### src/rtl/datapath_seq_ctrl_if.sv
// datapath_seq_ctrl_if: host/datapath control bundle for the instruction sequencer
//   run, d_inst                   host -> sequencer (start request, instruction/immediate word)
//   mux_sel, en, en_a, en_g,      sequencer -> datapath (bus source, register/A/G enables,
//   alu_sel, en_inst              ALU op, IR load strobe)
//   busy, done                    sequencer -> host (status, one-cycle completion pulse)
//   illegal                       sequencer -> host, only with CTRL_ILLEGAL_FLAG_EN
interface datapath_seq_ctrl_if #(
  parameter int IW   = 16,
  parameter int NREG = 8,
  parameter int MUXW = 4
);
  logic            run;
  logic [IW-1:0]   d_inst;
  logic [MUXW-1:0] mux_sel;
  logic [NREG-1:0] en;
  logic            en_a;
  logic            en_g;
  logic [2:0]      alu_sel;
  logic            en_inst;
  logic            busy;
  logic            done;
`ifdef CTRL_ILLEGAL_FLAG_EN
  logic            illegal;
  modport master (output run, d_inst, input mux_sel, en, en_a, en_g, alu_sel, en_inst, busy, done, illegal);
  modport slave  (input run, d_inst, output mux_sel, en, en_a, en_g, alu_sel, en_inst, busy, done, illegal);
`else
  modport master (output run, d_inst, input mux_sel, en, en_a, en_g, alu_sel, en_inst, busy, done);
  modport slave  (input run, d_inst, output mux_sel, en, en_a, en_g, alu_sel, en_inst, busy, done);
`endif
endinterface

### src/rtl/datapath_seq_ctrl.sv
// datapath_seq_ctrl: multi-cycle sequencer issuing MV/MVI/ALU control over 1-3 execute cycles
//   clk      rising-edge clock
//   reset_n  asynchronous active-low reset (returns to IDLE, clears IR)
//   bus      datapath_seq_ctrl_if.slave: run/d_inst in; mux_sel, en, en_a, en_g, alu_sel,
//            en_inst, busy, done (and illegal) out
//   CTRL_ILLEGAL_FLAG_EN: when defined, bus.illegal pulses with done for op=11
module datapath_seq_ctrl #(
  parameter int IW   = 16,
  parameter int NREG = 8,
  parameter int MUXW = 4
) (
  input logic                 clk,
  input logic                 reset_n,
  datapath_seq_ctrl_if.slave  bus
);
  typedef enum logic [1:0] {IDLE, T1, T2, T3} state_t;
  state_t        state_q, state_d;
  logic [IW-1:0] ir_q, ir_d;
  logic [2:0]    rx, ry;
  logic [1:0]    op;
  logic [NREG-1:0] en_rx;
  assign rx    = ir_q[15:13];
  assign ry    = ir_q[12:10];
  assign op    = ir_q[9:8];
  assign en_rx = NREG'(1) << rx;
  always_ff @(posedge clk or negedge reset_n)
    if (!reset_n) begin
      state_q <= IDLE;
      ir_q    <= '0;
    end else begin
      state_q <= state_d;
      ir_q    <= ir_d;
    end
  always_comb begin
    state_d     = state_q;
    ir_d        = ir_q;
    bus.mux_sel = '0;
    bus.en      = '0;
    bus.en_a    = 1'b0;
    bus.en_g    = 1'b0;
    bus.alu_sel = '0;
    bus.en_inst = 1'b0;
    bus.done    = 1'b0;
`ifdef CTRL_ILLEGAL_FLAG_EN
    bus.illegal = 1'b0;
`endif
    bus.busy    = state_q != IDLE;
    case (state_q)
      IDLE: begin
        // gated by reset_n so every output reads 0 while reset is held
        bus.en_inst = bus.run & reset_n;
        if (bus.run) begin
          ir_d    = bus.d_inst;
          state_d = T1;
        end
      end
      T1: begin
        state_d = op == 2'b10 ? T2 : IDLE;
        bus.done = op != 2'b10;
        bus.en   = op[1] ? '0 : en_rx;
        bus.en_a = op == 2'b10;
        bus.mux_sel = op == 2'b00 ? MUXW'(ry) : op == 2'b01 ? MUXW'(8) : op == 2'b10 ? MUXW'(rx) : '0;
`ifdef CTRL_ILLEGAL_FLAG_EN
        bus.illegal = op == 2'b11;
`endif
      end
      T2: begin
        bus.mux_sel = MUXW'(ry);
        bus.alu_sel = ir_q[4:2];
        bus.en_g    = 1'b1;
        state_d     = T3;
      end
      default: begin
        bus.mux_sel = MUXW'(9);
        bus.en      = en_rx;
        bus.done    = 1'b1;
        state_d     = IDLE;
      end
    endcase
  end
endmodule

### src/flat_wrapper.sv
// flat-port wrapper written by rule: the top's interface ports become plain ports
module datapath_seq_ctrl_flat 
#(
  parameter int IW   = 16,
  parameter int NREG = 8,
  parameter int MUXW = 4
)
  (clk, reset_n, bus_run, bus_d_inst, bus_mux_sel, bus_en, bus_en_a, bus_en_g, bus_alu_sel, bus_en_inst, bus_busy, bus_done);
  datapath_seq_ctrl_if #(.IW(IW), .NREG(NREG), .MUXW(MUXW)) bus_i ();
  input logic clk;
  input logic reset_n;
  input wire logic [$bits(bus_i.run)-1:0] bus_run;
  input wire logic [$bits(bus_i.d_inst)-1:0] bus_d_inst;
  output wire logic [$bits(bus_i.mux_sel)-1:0] bus_mux_sel;
  output wire logic [$bits(bus_i.en)-1:0] bus_en;
  output wire logic [$bits(bus_i.en_a)-1:0] bus_en_a;
  output wire logic [$bits(bus_i.en_g)-1:0] bus_en_g;
  output wire logic [$bits(bus_i.alu_sel)-1:0] bus_alu_sel;
  output wire logic [$bits(bus_i.en_inst)-1:0] bus_en_inst;
  output wire logic [$bits(bus_i.busy)-1:0] bus_busy;
  output wire logic [$bits(bus_i.done)-1:0] bus_done;
  assign bus_i.run = bus_run;
  assign bus_i.d_inst = bus_d_inst;
  assign bus_mux_sel = bus_i.mux_sel;
  assign bus_en = bus_i.en;
  assign bus_en_a = bus_i.en_a;
  assign bus_en_g = bus_i.en_g;
  assign bus_alu_sel = bus_i.alu_sel;
  assign bus_en_inst = bus_i.en_inst;
  assign bus_busy = bus_i.busy;
  assign bus_done = bus_i.done;
  datapath_seq_ctrl #(.IW(IW), .NREG(NREG), .MUXW(MUXW)) u_core (.clk(clk), .reset_n(reset_n), .bus(bus_i));
endmodule
### config.mk
export PLATFORM = sky130hd
export DESIGN_NAME = datapath_seq_ctrl_flat
export DESIGN_NICKNAME = d
export VERILOG_FILES = /design/src/rtl/datapath_seq_ctrl_if.sv /design/src/rtl/datapath_seq_ctrl.sv /design/src/flat_wrapper.sv
export SDC_FILE = /design/constraint.sdc
export NUM_CORES = 1
export LEC_CHECK = 0
export BUFFER_PORTS_ARGS = -buffer_cell sky130_fd_sc_hd__buf_4
export CORE_MARGIN = 3
export CORE_UTILIZATION = 41
export CTS_CLUSTER_DIAMETER = 50
export DETAILED_ROUTE_END_ITERATION = 12
export HOLD_SLACK_MARGIN = 0.12
export PLACE_DENSITY = 0.74
export SYNTH_ARGS = -nofsm -noshare
export SYNTH_HDL_FRONTEND = slang
export SYNTH_SLANG_ARGS = --single-unit
### constraint.sdc
create_clock -name clk -period 2.55 [get_ports clk]
set_clock_uncertainty 0.1 [all_clocks]
set_input_delay 0.1275 -clock clk [delete_from_list [all_inputs] [get_ports clk]]
set_output_delay 0.1275 -clock clk [all_outputs]
set_load 0.02 [all_outputs]
==> results of run 1 <==
area by class of cell:
| class | instances | share of cell area (%) |
|---|---|---|
| clock buffer | 4 | 2.29 |
| multi-input combinational | 47 | 32.8 |
| timing repair buffer | 47 | 33.6 |
| inverter | 1 | 0.328 |
| sequential | 13 | 28.4 |
| tap | 24 | 2.62 |
flip-flops by register name (all words and copies together) (netlist names):
signal,count
u_core.ir_q,11
u_core.state_q,2
cell families (layout without fill, tap and decap cells):
logic type	count (synthesis)	in the layout	share of synthesized area, %
buffers and inverters	7	52	5.08
muxes	14	14	21.2
DFF	13	13	44.1
AOI/OAI and AO/OA	7	7	7.29
and+or+nand+nor	26	26	22.4
what timing repair did:
action,4_1_cts,5_1_grt
hold buffers,13,0
setup endpoints to repair,0,0
endpoints found under the hold margin,25,0
buffers inserted,0,0
resized for setup,0,0
cell usage in the layout (no fill, tap or decap):
cell / synthesis / final
sky130_fd_sc_hd__inv_1: 1 / 1
sky130_fd_sc_hd__nor3_1: 4 / 4
sky130_fd_sc_hd__nor3b_2: 1 / 1
sky130_fd_sc_hd__nor2b_1: 3 / 3
sky130_fd_sc_hd__mux2_2: 13 / 13
sky130_fd_sc_hd__buf_4: 0 / 34
sky130_fd_sc_hd__or2_2: 1 / 1
sky130_fd_sc_hd__a21boi_0: 1 / 1
sky130_fd_sc_hd__a31o_2: 1 / 1
sky130_fd_sc_hd__nor3b_1: 4 / 4
sky130_fd_sc_hd__a32o_1: 2 / 2
sky130_fd_sc_hd__or3b_1: 1 / 1
sky130_fd_sc_hd__and3_1: 1 / 1
sky130_fd_sc_hd__and2_1: 4 / 4
sky130_fd_sc_hd__nand2b_1: 1 / 1
sky130_fd_sc_hd__nand3b_1: 2 / 2
sky130_fd_sc_hd__clkbuf_1: 1 / 1
sky130_fd_sc_hd__nor2_1: 3 / 3
sky130_fd_sc_hd__clkbuf_4: 0 / 3
sky130_fd_sc_hd__dfrtp_1: 13 / 13
sky130_fd_sc_hd__nand3_1: 1 / 1
sky130_fd_sc_hd__dlygate4sd3_1: 0 / 13
sky130_fd_sc_hd__mux2i_1: 1 / 1
sky130_fd_sc_hd__o21a_1: 1 / 1
sky130_fd_sc_hd__o21ai_0: 2 / 2
worst paths after layout:
check,from,slack (ns),endpoint,depth (start not counted)
max reg2reg,u_core.state_q[0],0.86,u_core.ir_q[13],3
min reg2reg,u_core.ir_q[3],0.40,u_core.ir_q[3],1
min in group clk,u_core.ir_q[3],0.40,u_core.ir_q[3],1
max in group asynchronous,reset_n,2.03,u_core.ir_q[10],2
max,u_core.state_q[0],0.65,bus_en[2],3
min,reset_n,0.16,u_core.ir_q[3],2
metal layers:
| layer | part of all wire [%] | global-route usage (%) |
|---|---|---|
| met4 | 0 | 5.69 |
| met5 | 0 | 0 |
| met2 | 51 | 29.6 |
| met1 | 42 | 19.9 |
| met3 | 7.3 | 4.29 |
metrics by stage:
| step | std cells | power, mW | area [sq um] |
|---|---|---|---|
| after floorplan | 67 | 0.881 | 738 |
| after global placement | 119 | 1.07 | 990 |
| after detailed placement | 119 | 1.09 | 990 |
| after CTS | 136 | 1.24 | 1150 |
| after global routing | 136 | 1.32 | 1150 |
| final | 136 | 1.23 | 1150 |
report_power, final:
group | switching [mW] | internal, mW
sequential | 0.138 | 0.308
combinational | 0.306 | 0.352
clock | 0.0688 | 0.0606
total | 0.513 | 0.721
==> impl_results.rst, run 1 <==
.. list-table::
   :header-rows: 1

   * - Metric
     - Value
   * - Pre-antenna DRT Iters
     - 4
   * - Signal arrival time at the worst endpoint
     - 1.68 ns
   * - Initial Util
     - between 40% and 50%
   * - Cell at the root of the clock tree
     - sky130_fd_sc_hd__clkbuf_4
   * - Port-buffer cells
     - 33
   * - Die Ht
     - between 40 and 50 um
   * - Total grt overflow
     - 0
   * - Hold WC Path Type
     - input port to asynchronous set/reset pin
   * - Type of the worst setup path
     - flop to output port
   * - Worst Setup Slack, final
     - ~0.65 ns
   * - Area growth from synthesis to layout
     - 55.3%
   * - Site row count
     - 14
   * - Outcome
     - complete, no violations
   * - Pin slew with the least headroom to its limit
     - slightly above 0.5 ns
   * - Post-CTS clock slew at the launch and capture registers of the worst setup and hold paths
     - about 0.080 ns
   * - Gate count after technology mapping
     - 67
   * - DRC violation total after the first TritonRoute iteration
     - 8
   * - Max Clock Freq
     - about 530 MHz
   * - Slew headroom
     - about two thirds
   * - Syn avg cell area
     - approximately 11 sq um
   * - Number of remaining DRC errors
     - 0
   * - Area used by multi-input combinational logic
     - 375 sq um
   * - Global-route wire length before repair
     - around 3100 um
   * - Number of buffers created by CTS
     - 3
   * - Crit path launch type
     - flop
   * - CP max-delay cell
     - sky130_fd_sc_hd__dfrtp_1
   * - Proportion of netlist area held by the largest area contributor
     - 44.1%
   * - Antenna Cells
     - 0
   * - Netlist Area Pre-Place
     - roughly 740 sq um
   * - Async SR Flop Fraction
     - 100%
   * - Number of max-capacitance violations reported
     - 0
   * - Category of cells accounting for the largest share of critical-path delay
     - flip-flops
   * - Yosys cell types
     - 25
   * - Count of H-tree levels built during CTS
     - 1
   * - Antenna-violating nets left
     - 0
   * - Required arrival time at the worst endpoint
     - 2.32 ns
   * - Fill cell instance count of the final layout
     - 121
   * - Synth warnings
     - 0
   * - All-Layer GR Usage
     - around 17%
   * - Vias after detailed routing
     - between 600 and 700
   * - Ranking of synthesized cells by area
     - sky130_fd_sc_hd__dfrtp_1 (44%), sky130_fd_sc_hd__mux2_2 (20%), sky130_fd_sc_hd__nor3b_1 (4.1%), sky130_fd_sc_hd__and2_1 (3.4%), sky130_fd_sc_hd__a32o_1 (2.7%)
   * - CTS Sinks
     - 13
   * - Routed vias/inst
     - 5.01
   * - Worst hold slack
     - roughly 0.16 ns
   * - Post-Syn Nets
     - 86
   * - Place WS
     - approximately 0.88 ns
   * - Final estimated routing congestion in global placement
     - roughly 0.7
   * - Slowest cell delay on critical path
     - a little over 0.6 ns
   * - Post-synth top area cell
     - sky130_fd_sc_hd__dfrtp_1
   * - Final net count
     - around 130
   * - Fraction of final layout cells with drive strength greater than 1
     - 47.3%
   * - Count of flip-flops with a built-in enable after synthesis
     - 0
   * - Maximum number of pins on one net before global-route repair
     - 17
   * - Standby leakage power
     - approximately 0.53 nW
   * - Dominant register cell in the synthesized netlist
     - sky130_fd_sc_hd__dfrtp_1
   * - Period Utilization, post-route
     - about 75%
   * - Commonest cells post-synth
     - sky130_fd_sc_hd__dfrtp_1 (13), sky130_fd_sc_hd__mux2_2 (13), sky130_fd_sc_hd__and2_1 (4), sky130_fd_sc_hd__nor3_1 (4), sky130_fd_sc_hd__nor3b_1 (4)
   * - Maximum number of buffers from clock root to sink
     - 2
   * - Core Region
     - ~1600 sq um
   * - Final Routed Wirelength
     - between 1500 and 2000 um
   * - IO Count
     - 39
   * - Number of antenna violations at the first check in global routing
     - 0
   * - Clock tree from TritonCTS
     - yes
   * - Pwr per Cell Area
     - around 1100 nW/um^2
   * - Estimated wirelength of the detail-placed design
     - about 1200 um
   * - Final total negative setup slack
     - 0 ns
   * - Clock latency on the worst-skew pair
     - approximately 0.28 ns
   * - Number of global-route vias before repair
     - around 700
   * - Register Area
     - 325 sq um
   * - Average detailed-routed wire length per instance
     - approximately 13 um
   * - Horizontal extent of the die
     - a little under 50 um
   * - Post-synthesis sequential element count
     - 13
   * - Min cycle time layout
     - 1.90 ns
   * - Final Max Tran Viols
     - 0
   * - RSZ-0062 raised after global routing
     - no
   * - Total Die Area
     - about 2300 sq um
   * - Element type at the critical path end
     - output port
   * - Critical path buffer and inverter count
     - 1
   * - Share of the core filled with cells
     - 71.9%
   * - Final hold violation count
     - 0
   * - Maximum resistive drop on vdd
     - 0.000554 V
   * - Maximum fanout along the worst path
     - 16
   * - Fraction of the yosys area taken by sequential cells
     - around 44%
   * - Number of setup violations in the final report
     - 0
   * - Worst-path cell chain
     - or3b_1 > nor3b_1 > buf_4
Power figures use the tool's default switching activity.
==> run 2: changes to the inputs <==
Clock period 2.55 ns to 1.8 ns, I/O delays scaled along.
==> run 2 against run 1 <==
Compared with the run above:
- cell area grew 2.6%
- highest routed layer is now met4
- count of clock-buffer cells in the layout is the same
- die area is the same
- hold slack gained 0.25 ns
- first-iteration DRC count shrank 75%
- critical endpoint is now bus_mux_sel[2]
- global-route usage grew 1.3 points
- utilization grew 1.9 points
- sequential share of layout area shrank 0.51 points
==> impl_results.rst, run 2 (synthesis results as in run 1) <==
.. list-table::
   :header-rows: 1

   * - Metric
     - Value
   * - Outcome
     - complete, no violations (unchanged)
   * - Signal arrival time at the worst endpoint
     - 1.50 ns (was 1.68 ns)
   * - Number of setup violations in the final report
     - 0 (unchanged)
   * - Commonest cells after routing, fill and taps aside
     - sky130_fd_sc_hd__buf_4 (36), sky130_fd_sc_hd__dlygate4sd3_1 (14), sky130_fd_sc_hd__mux2_2 (13) (was sky130_fd_sc_hd__buf_4 (34), sky130_fd_sc_hd__mux2_2 (13), sky130_fd_sc_hd__dlygate4sd3_1 (13), sky130_fd_sc_hd__dfrtp_1 (13))
   * - Site row count
     - 14 (unchanged)
   * - RSZ-0062 raised after global routing
     - no (unchanged)
   * - Die Ht
     - 48.4 um (unchanged)
   * - Horizontal extent of the die
     - 48.4 um (unchanged)
   * - Post-CTS clock slew at the launch and capture registers of the worst setup and hold paths
     - 0.08 ns (about the same)
   * - Vias after detailed routing
     - 680 (was 681)
   * - Standby leakage power
     - 0.539 nW (was 0.526 nW)
   * - Maximum number of buffers from clock root to sink
     - 2 (unchanged)
   * - Port-buffer cells
     - 33 (unchanged)
   * - Number of remaining DRC errors
     - 0 (unchanged)
   * - Number of buffers created by CTS
     - 3 (unchanged)
   * - Average detailed-routed wire length per instance
     - 14.0 um (was 13.4 um)
   * - Maximum fanout along the worst path
     - 8 (was 16)
   * - Required arrival time at the worst endpoint
     - 1.61 ns (was 2.32 ns)
   * - Slew headroom
     - 61.5% (was 65.5%)
   * - Pre-antenna DRT Iters
     - 3 (was 4)
   * - Max Clock Freq
     - a little under 600 MHz
   * - Number of max-capacitance violations reported
     - 0 (unchanged)
   * - Final Routed Wirelength
     - 1950 um (was 1820 um)
   * - Leading cell type in the layout, fill and taps excluded
     - sky130_fd_sc_hd__buf_4 (unchanged)
   * - Total grt overflow
     - 0 (unchanged)
   * - Worst Reg2Reg Path Length in Cells
     - 3 (unchanged)
   * - Maximum number of pins on one net before global-route repair
     - 14 (was 17)
   * - Worst hold start
     - u_core.ir_q[4]
   * - Final total negative setup slack
     - 0 ns (unchanged)
   * - Final hold violation count
     - 0 (unchanged)
   * - Worst hold slack
     - 0.411 ns (was 0.157 ns)
   * - All-Layer GR Usage
     - 18.2% (was 16.8%)
   * - Endpoint of the worst register-to-register path
     - u_core.ir_q[12] (was u_core.ir_q[13])
   * - Count of H-tree levels built during CTS
     - 1 (unchanged)
   * - Number of antenna violations at the first check in global routing
     - 0 (unchanged)
   * - Period Utilization, post-route
     - a little over nine tenths
   * - Hold path depth
     - 1
   * - Global-route wire length before repair
     - 3270 um (was 3130 um)
   * - Fraction of final layout cells with drive strength greater than 1
     - 50.4% (was 47.3%)
   * - Pin slew with the least headroom to its limit
     - 0.576 ns (was 0.516 ns)
   * - DRC violation total after the first TritonRoute iteration
     - 2 (was 8)
   * - Initial Util
     - 46.3% (unchanged)
   * - Register with the most flip-flops
     - u_core.ir_q (unchanged)
   * - Fill cell instance count of the final layout
     - 117 (was 121)
   * - Top flop regs
     - u_core.ir_q: 11 flops, u_core.state_q: 2 flops (unchanged)
   * - Total Die Area
     - 2350 sq um (unchanged)
   * - Final estimated routing congestion in global placement
     - 0.721 (was 0.697)
   * - Antenna Cells
     - 0 (unchanged)
   * - Reg2reg start
     - u_core.state_q[1] (was u_core.state_q[0])
   * - Setup slack of the most critical reg-to-reg path
     - 0.33 ns (was 0.86 ns)
   * - CTS Sinks
     - 13 (unchanged)
   * - Element type at the critical path end
     - output port (unchanged)
   * - Pwr per Cell Area
     - 1520 nW/um^2 (was 1080 nW/um^2)
   * - Flip-flop count of the largest register, all copies and words added
     - 11 (unchanged)
   * - Number of global-route vias before repair
     - 734 (was 681)
   * - Clock tree from TritonCTS
     - yes (unchanged)
   * - Final net count
     - 135 (was 132)
   * - Clock latency on the worst-skew pair
     - 0.27 ns (was 0.28 ns)
   * - Min cycle time layout
     - between 1.5 and 2 ns
   * - Hold Crit Endpoint
     - u_core.ir_q[4]
   * - Cell at the root of the clock tree
     - sky130_fd_sc_hd__clkbuf_4 (unchanged)
   * - Maximum resistive drop on vdd
     - 0.00104 V (was 0.000554 V)
   * - Type of the worst setup path
     - flop to output port (unchanged)
   * - Routed vias/inst
     - 4.89 (was 5.01)
   * - Crit path launch type
     - flop (unchanged)
   * - Core Region
     - 1590 sq um (unchanged)
   * - Hold WC Path Type
     - flop to flop (was input port to asynchronous set/reset pin)
   * - IO Count
     - 39 (unchanged)
   * - Area growth from synthesis to layout
     - 59.3% (was 55.3%)
   * - Final Max Tran Viols
     - 0 (unchanged)
   * - Antenna-violating nets left
     - 0 (unchanged)
## run 2: changes by cell type in the layout (fill, tap and decap cells not counted), sizes merged
cell         change
dlygate4sd3      +1
buf              +2
## run 2: power by group
part,internal (mW),switching (mW),total (mW)
Sequential,0.442,0.190,0.632
Combinational,0.525,0.449,0.974
Clock,0.0858,0.0936,0.179
## run 2: layer usage
| metal | up-vias | wire length, um | track usage, % |
|---|---|---|---|
| met3 | 6 | 113 | 4.29 |
| met2 | 26 | 951 | 32.3 |
| met5 | - | 0 | 0 |
| met1 | 314 | 849 | 19.4 |
| met4 | 0 | 38 | 10.9 |
| li1 | 334 | - | - |
## run 2: timing repair
action                                 4_1_cts  5_1_grt
endpoints found under the hold margin       25        0
hold buffers                                14        0
resized for setup                            0        3
setup endpoints to repair                    0       12
setup buffers                                0        0
## run 2: worst max path at each step
stage / start / end / slack (ns) / cells after the start
2_1_floorplan: u_core.ir_q[13] / bus_en[2] / 0.29 / 2
3_3_place_gp: u_core.ir_q[9] / bus_done / 0.32 / 3
3_5_place_dp: u_core.ir_q[9] / bus_done / 0.31 / 3
4_1_cts: u_core.ir_q[9] / bus_done / 0.001 / 3
5_1_grt: u_core.ir_q[9] / bus_mux_sel[2] / 0.03 / 3
6_report: u_core.ir_q[9] / bus_mux_sel[2] / 0.11 / 3
## run 2: stage by stage
stage	cells	power, mW	cell area, sq um	worst slack (ns)	utilization [%]
floorplan	67	1.25	738	0.293	-
global placement	121	1.55	1000	0.323	63.0
detailed placement	121	1.57	1000	0.308	63.0
CTS	139	1.77	1170	0.00107	73.5
global route	139	1.92	1180	0.0281	73.8
finish	139	1.78	1180	0.114	73.8
## run 2: final cells by class
cell class              instances  area [sq um]  area share, %
clock buffers                   4          26.3           2.23
inverters                       1          3.75          0.319
multi-input cells              47           378           32.1
flip-flops and latches         13           328           27.9
well taps                      24          30.0           2.55
repair buffers                 50           410           34.9
## run 2: worst max-delay path: stages (launching register included)
cell and delay (ns):
sky130_fd_sc_hd__dfrtp_2 0.46, sky130_fd_sc_hd__mux2_2 0.35, sky130_fd_sc_hd__a32o_1 0.26, sky130_fd_sc_hd__buf_4 0.15
==> run 3: changes to the inputs <==
Settings changed: CTS_BUF_LIST set to sky130_fd_sc_hd__clkbuf_8.
==> run 3 against run 2 <==
Compared with the run above:
- wire length up 1.1%
- combinational power about the same
- die area is the same
- highest routed layer unchanged
- largest power group unchanged
- count of clock-buffer cells in the layout shrank 1
- non-clock buffer count down 1
- sequential share of layout area down 0.36 points
==> impl_results.rst, run 3 (synthesis results as in run 1) <==
.. list-table::
   :header-rows: 1

   * - Metric
     - Value
   * - Count of H-tree levels built during CTS
     - 1 (unchanged)
   * - Commonest cells after routing, fill and taps aside
     - sky130_fd_sc_hd__buf_4 (36), sky130_fd_sc_hd__mux2_2 (13), sky130_fd_sc_hd__dlygate4sd3_1 (13), sky130_fd_sc_hd__dfrtp_1 (13) (was sky130_fd_sc_hd__buf_4 (36), sky130_fd_sc_hd__dlygate4sd3_1 (14), sky130_fd_sc_hd__mux2_2 (13))
   * - Post-route standard cell area excluding fillers
     - 1180 sq um (about the same)
   * - Average detailed-routed wire length per instance
     - 14.3 um (was 14.0 um)
   * - Routed vias/inst
     - 4.80 (was 4.89)
   * - Maximum number of buffers from clock root to sink
     - 2 (unchanged)
   * - Register with the most flip-flops
     - u_core.ir_q (unchanged)
   * - Number of setup violations in the final report
     - 0 (unchanged)
   * - Worst Setup Slack, final
     - 0.0993 ns (was 0.114 ns)
   * - Total Die Area
     - 2350 sq um (unchanged)
   * - Routed length on met3
     - 110 um (was 113 um)
   * - Maximum fanout along the worst path
     - 8 (unchanged)
   * - Period Utilization, post-route
     - 94.5% (was 93.7%)
   * - Area growth from synthesis to layout
     - 60.2% (was 59.3%)
   * - Required arrival time at the worst endpoint
     - 1.61 ns (about the same)
   * - Flip-flop count of the largest register, all copies and words added
     - 11 (unchanged)
   * - Pwr per Cell Area
     - 1570 nW/um^2 (was 1520 nW/um^2)
   * - Cell at the root of the clock tree
     - sky130_fd_sc_hd__clkbuf_8 (was sky130_fd_sc_hd__clkbuf_4)
   * - Final instance count without filler cells
     - 138 (was 139)
   * - Number of antenna violations at the first check in global routing
     - 0 (unchanged)
   * - Pin slew with the least headroom to its limit
     - 0.304 ns (was 0.576 ns)
   * - CTS Sinks
     - 13 (unchanged)
   * - Maximum resistive drop on vdd
     - 0.00102 V (was 0.00104 V)
   * - Final hold violation count
     - 0 (unchanged)
   * - Site row count
     - 14 (unchanged)
   * - Max Used Layer
     - met4 (unchanged)
   * - Area after detailed placement
     - 1000 sq um (unchanged)
   * - All-Layer GR Usage
     - 17.7% (was 18.2%)
   * - Clock tree from TritonCTS
     - yes (unchanged)
   * - Maximum number of pins on one net before global-route repair
     - 15 (was 14)
   * - Critical path buffer and inverter count
     - 1 (unchanged)
   * - Final estimated routing congestion in global placement
     - 0.721 (unchanged)
   * - Met1 layer wirelength in the final routing
     - 835 um (was 849 um)
   * - IO Count
     - 39 (unchanged)
   * - Leading cell type in the layout, fill and taps excluded
     - sky130_fd_sc_hd__buf_4 (unchanged)
   * - Place WS
     - 0.308 ns (unchanged)
   * - Signal arrival time at the worst endpoint
     - 1.51 ns (was 1.50 ns)
   * - Vias after detailed routing
     - 662 (was 680)
   * - Slowest cell delay on critical path
     - 0.49 ns (was 0.46 ns)
   * - RSZ-0062 raised after global routing
     - no (unchanged)
   * - Postcts setup bufs
     - 0 (unchanged)
   * - Global-route wire length before repair
     - 3180 um (was 3270 um)
   * - Category of cells accounting for the largest share of critical-path delay
     - flip-flops (unchanged)
   * - Horizontal extent of the die
     - 48.4 um (unchanged)
   * - Worst-path cell chain
     - mux2_2 > a32o_1 > buf_4 (unchanged)
   * - Final Routed Wirelength
     - 1970 um (was 1950 um)
   * - Final total negative setup slack
     - 0 ns (unchanged)
   * - Pre-antenna DRT Iters
     - 2 (was 3)
   * - Port-buffer cells
     - 33 (unchanged)
   * - Fill cell instance count of the final layout
     - 110 (was 117)
   * - Initial Util
     - 46.3% (unchanged)
   * - Final net count
     - 134 (was 135)
   * - Outcome
     - complete, no violations (unchanged)
   * - CP max-delay cell
     - sky130_fd_sc_hd__dfrtp_1 (was sky130_fd_sc_hd__dfrtp_2)
   * - Met2 Routed Length
     - 1020 um (was 951 um)
   * - Number of remaining DRC errors
     - 0 (unchanged)
   * - Final Max Tran Viols
     - 0 (unchanged)
   * - Cell total after placement
     - 121 (unchanged)
   * - Min cycle time layout
     - 1.70 ns (was 1.69 ns)
   * - Max Clock Freq
     - 588 MHz (was 593 MHz)
   * - Crit path launch type
     - flop (unchanged)
   * - Die Ht
     - 48.4 um (unchanged)
   * - Type of the worst setup path
     - flop to output port (unchanged)
   * - Core Region
     - 1590 sq um (unchanged)
   * - Element type at the critical path end
     - output port (unchanged)
   * - Total grt overflow
     - 0 (unchanged)
   * - Antenna-violating nets left
     - 0 (unchanged)
   * - Number of max-capacitance violations reported
     - 0 (unchanged)
   * - Number of global-route vias before repair
     - 702 (was 734)
   * - Standby leakage power
     - 0.549 nW (was 0.539 nW)
   * - Hold WC Path Type
     - input port to asynchronous set/reset pin (was flop to flop)
   * - Slew headroom
     - 79.6% (was 61.5%)
   * - Number of buffers created by CTS
     - 3 (unchanged)
   * - Fraction of final layout cells with drive strength greater than 1
     - 49.1% (was 50.4%)
   * - Post-CTS clock slew at the launch and capture registers of the worst setup and hold paths
     - 0.06 ns (was 0.08 ns)
   * - Clock latency on the worst-skew pair
     - 0.24 ns (was 0.27 ns)
   * - DRC violation total after the first TritonRoute iteration
     - 5 (was 2)
   * - Antenna Cells
     - 0 (unchanged)
   * - Top flop regs
     - u_core.ir_q: 11 flops, u_core.state_q: 2 flops (unchanged)
[run 3: layer usage]
metal	global-route usage, %	vias to the layer above
met5	0	-
met3	3.68	2
met2	33.0	26
met1	18.8	302
met4	8.53	0
li1	-	332
[run 3: metrics by stage]
| step | total power [mW] | util (%) | hold WS, ns |
|---|---|---|---|
| 2_1_floorplan | 1.25 | - | -0.306 |
| 3_3_place_gp | 1.55 | 63.0 | -0.155 |
| 3_5_place_dp | 1.57 | 63.0 | -0.157 |
| 4_1_cts | 1.85 | 74.0 | 0.131 |
| 5_1_grt | 1.98 | 74.2 | 0.179 |
| 6_report | 1.86 | 74.2 | 0.157 |
[run 3: worst register-to-register path, cell delays in order, from the launching register on]
cell and delay (ns):
sky130_fd_sc_hd__dfrtp_1 0.47, sky130_fd_sc_hd__nor3b_2 0.21, sky130_fd_sc_hd__buf_4 0.22, sky130_fd_sc_hd__mux2_2 0.36
[run 3: timing repair]
item / 4_1_cts / 5_1_grt
hold buffers: 13 / 0
gates resized for setup: 0 / 1
endpoints found under the hold margin: 25 / 0
setup endpoints to repair: 0 / 2
[run 3: final timing paths]
| path | start | endpoint | slack, ns | cells after the start |
|---|---|---|---|---|
| min in group clk | u_core.ir_q[3] | u_core.ir_q[3] | 0.42 | 1 |
| max in group asynchronous | reset_n | u_core.ir_q[13] | 1.28 | 2 |
| worst max register to register | u_core.state_q[0] | u_core.ir_q[12] | 0.32 | 3 |
| worst min register to register | u_core.ir_q[3] | u_core.ir_q[3] | 0.42 | 1 |
| worst min-delay path | reset_n | u_core.ir_q[2] | 0.16 | 2 |
| worst max-delay path | u_core.ir_q[9] | bus_mux_sel[2] | 0.1 | 3 |
[run 3: power breakdown]
part,switching [mW],internal (mW)
clock network,0.104,0.150
registers,0.187,0.439
logic,0.453,0.523
[run 3: final cells by class]
cell class | count | area, sq um | share of cell area, %
timing repair buffer | 49 | 400 | 33.9
multi-input combinational | 47 | 378 | 32.0
inverter | 1 | 3.75 | 0.317
sequential | 13 | 325 | 27.5
tap | 24 | 30.0 | 2.54
clock inverter | 1 | 3.75 | 0.317
clock buffer | 3 | 41.3 | 3.49
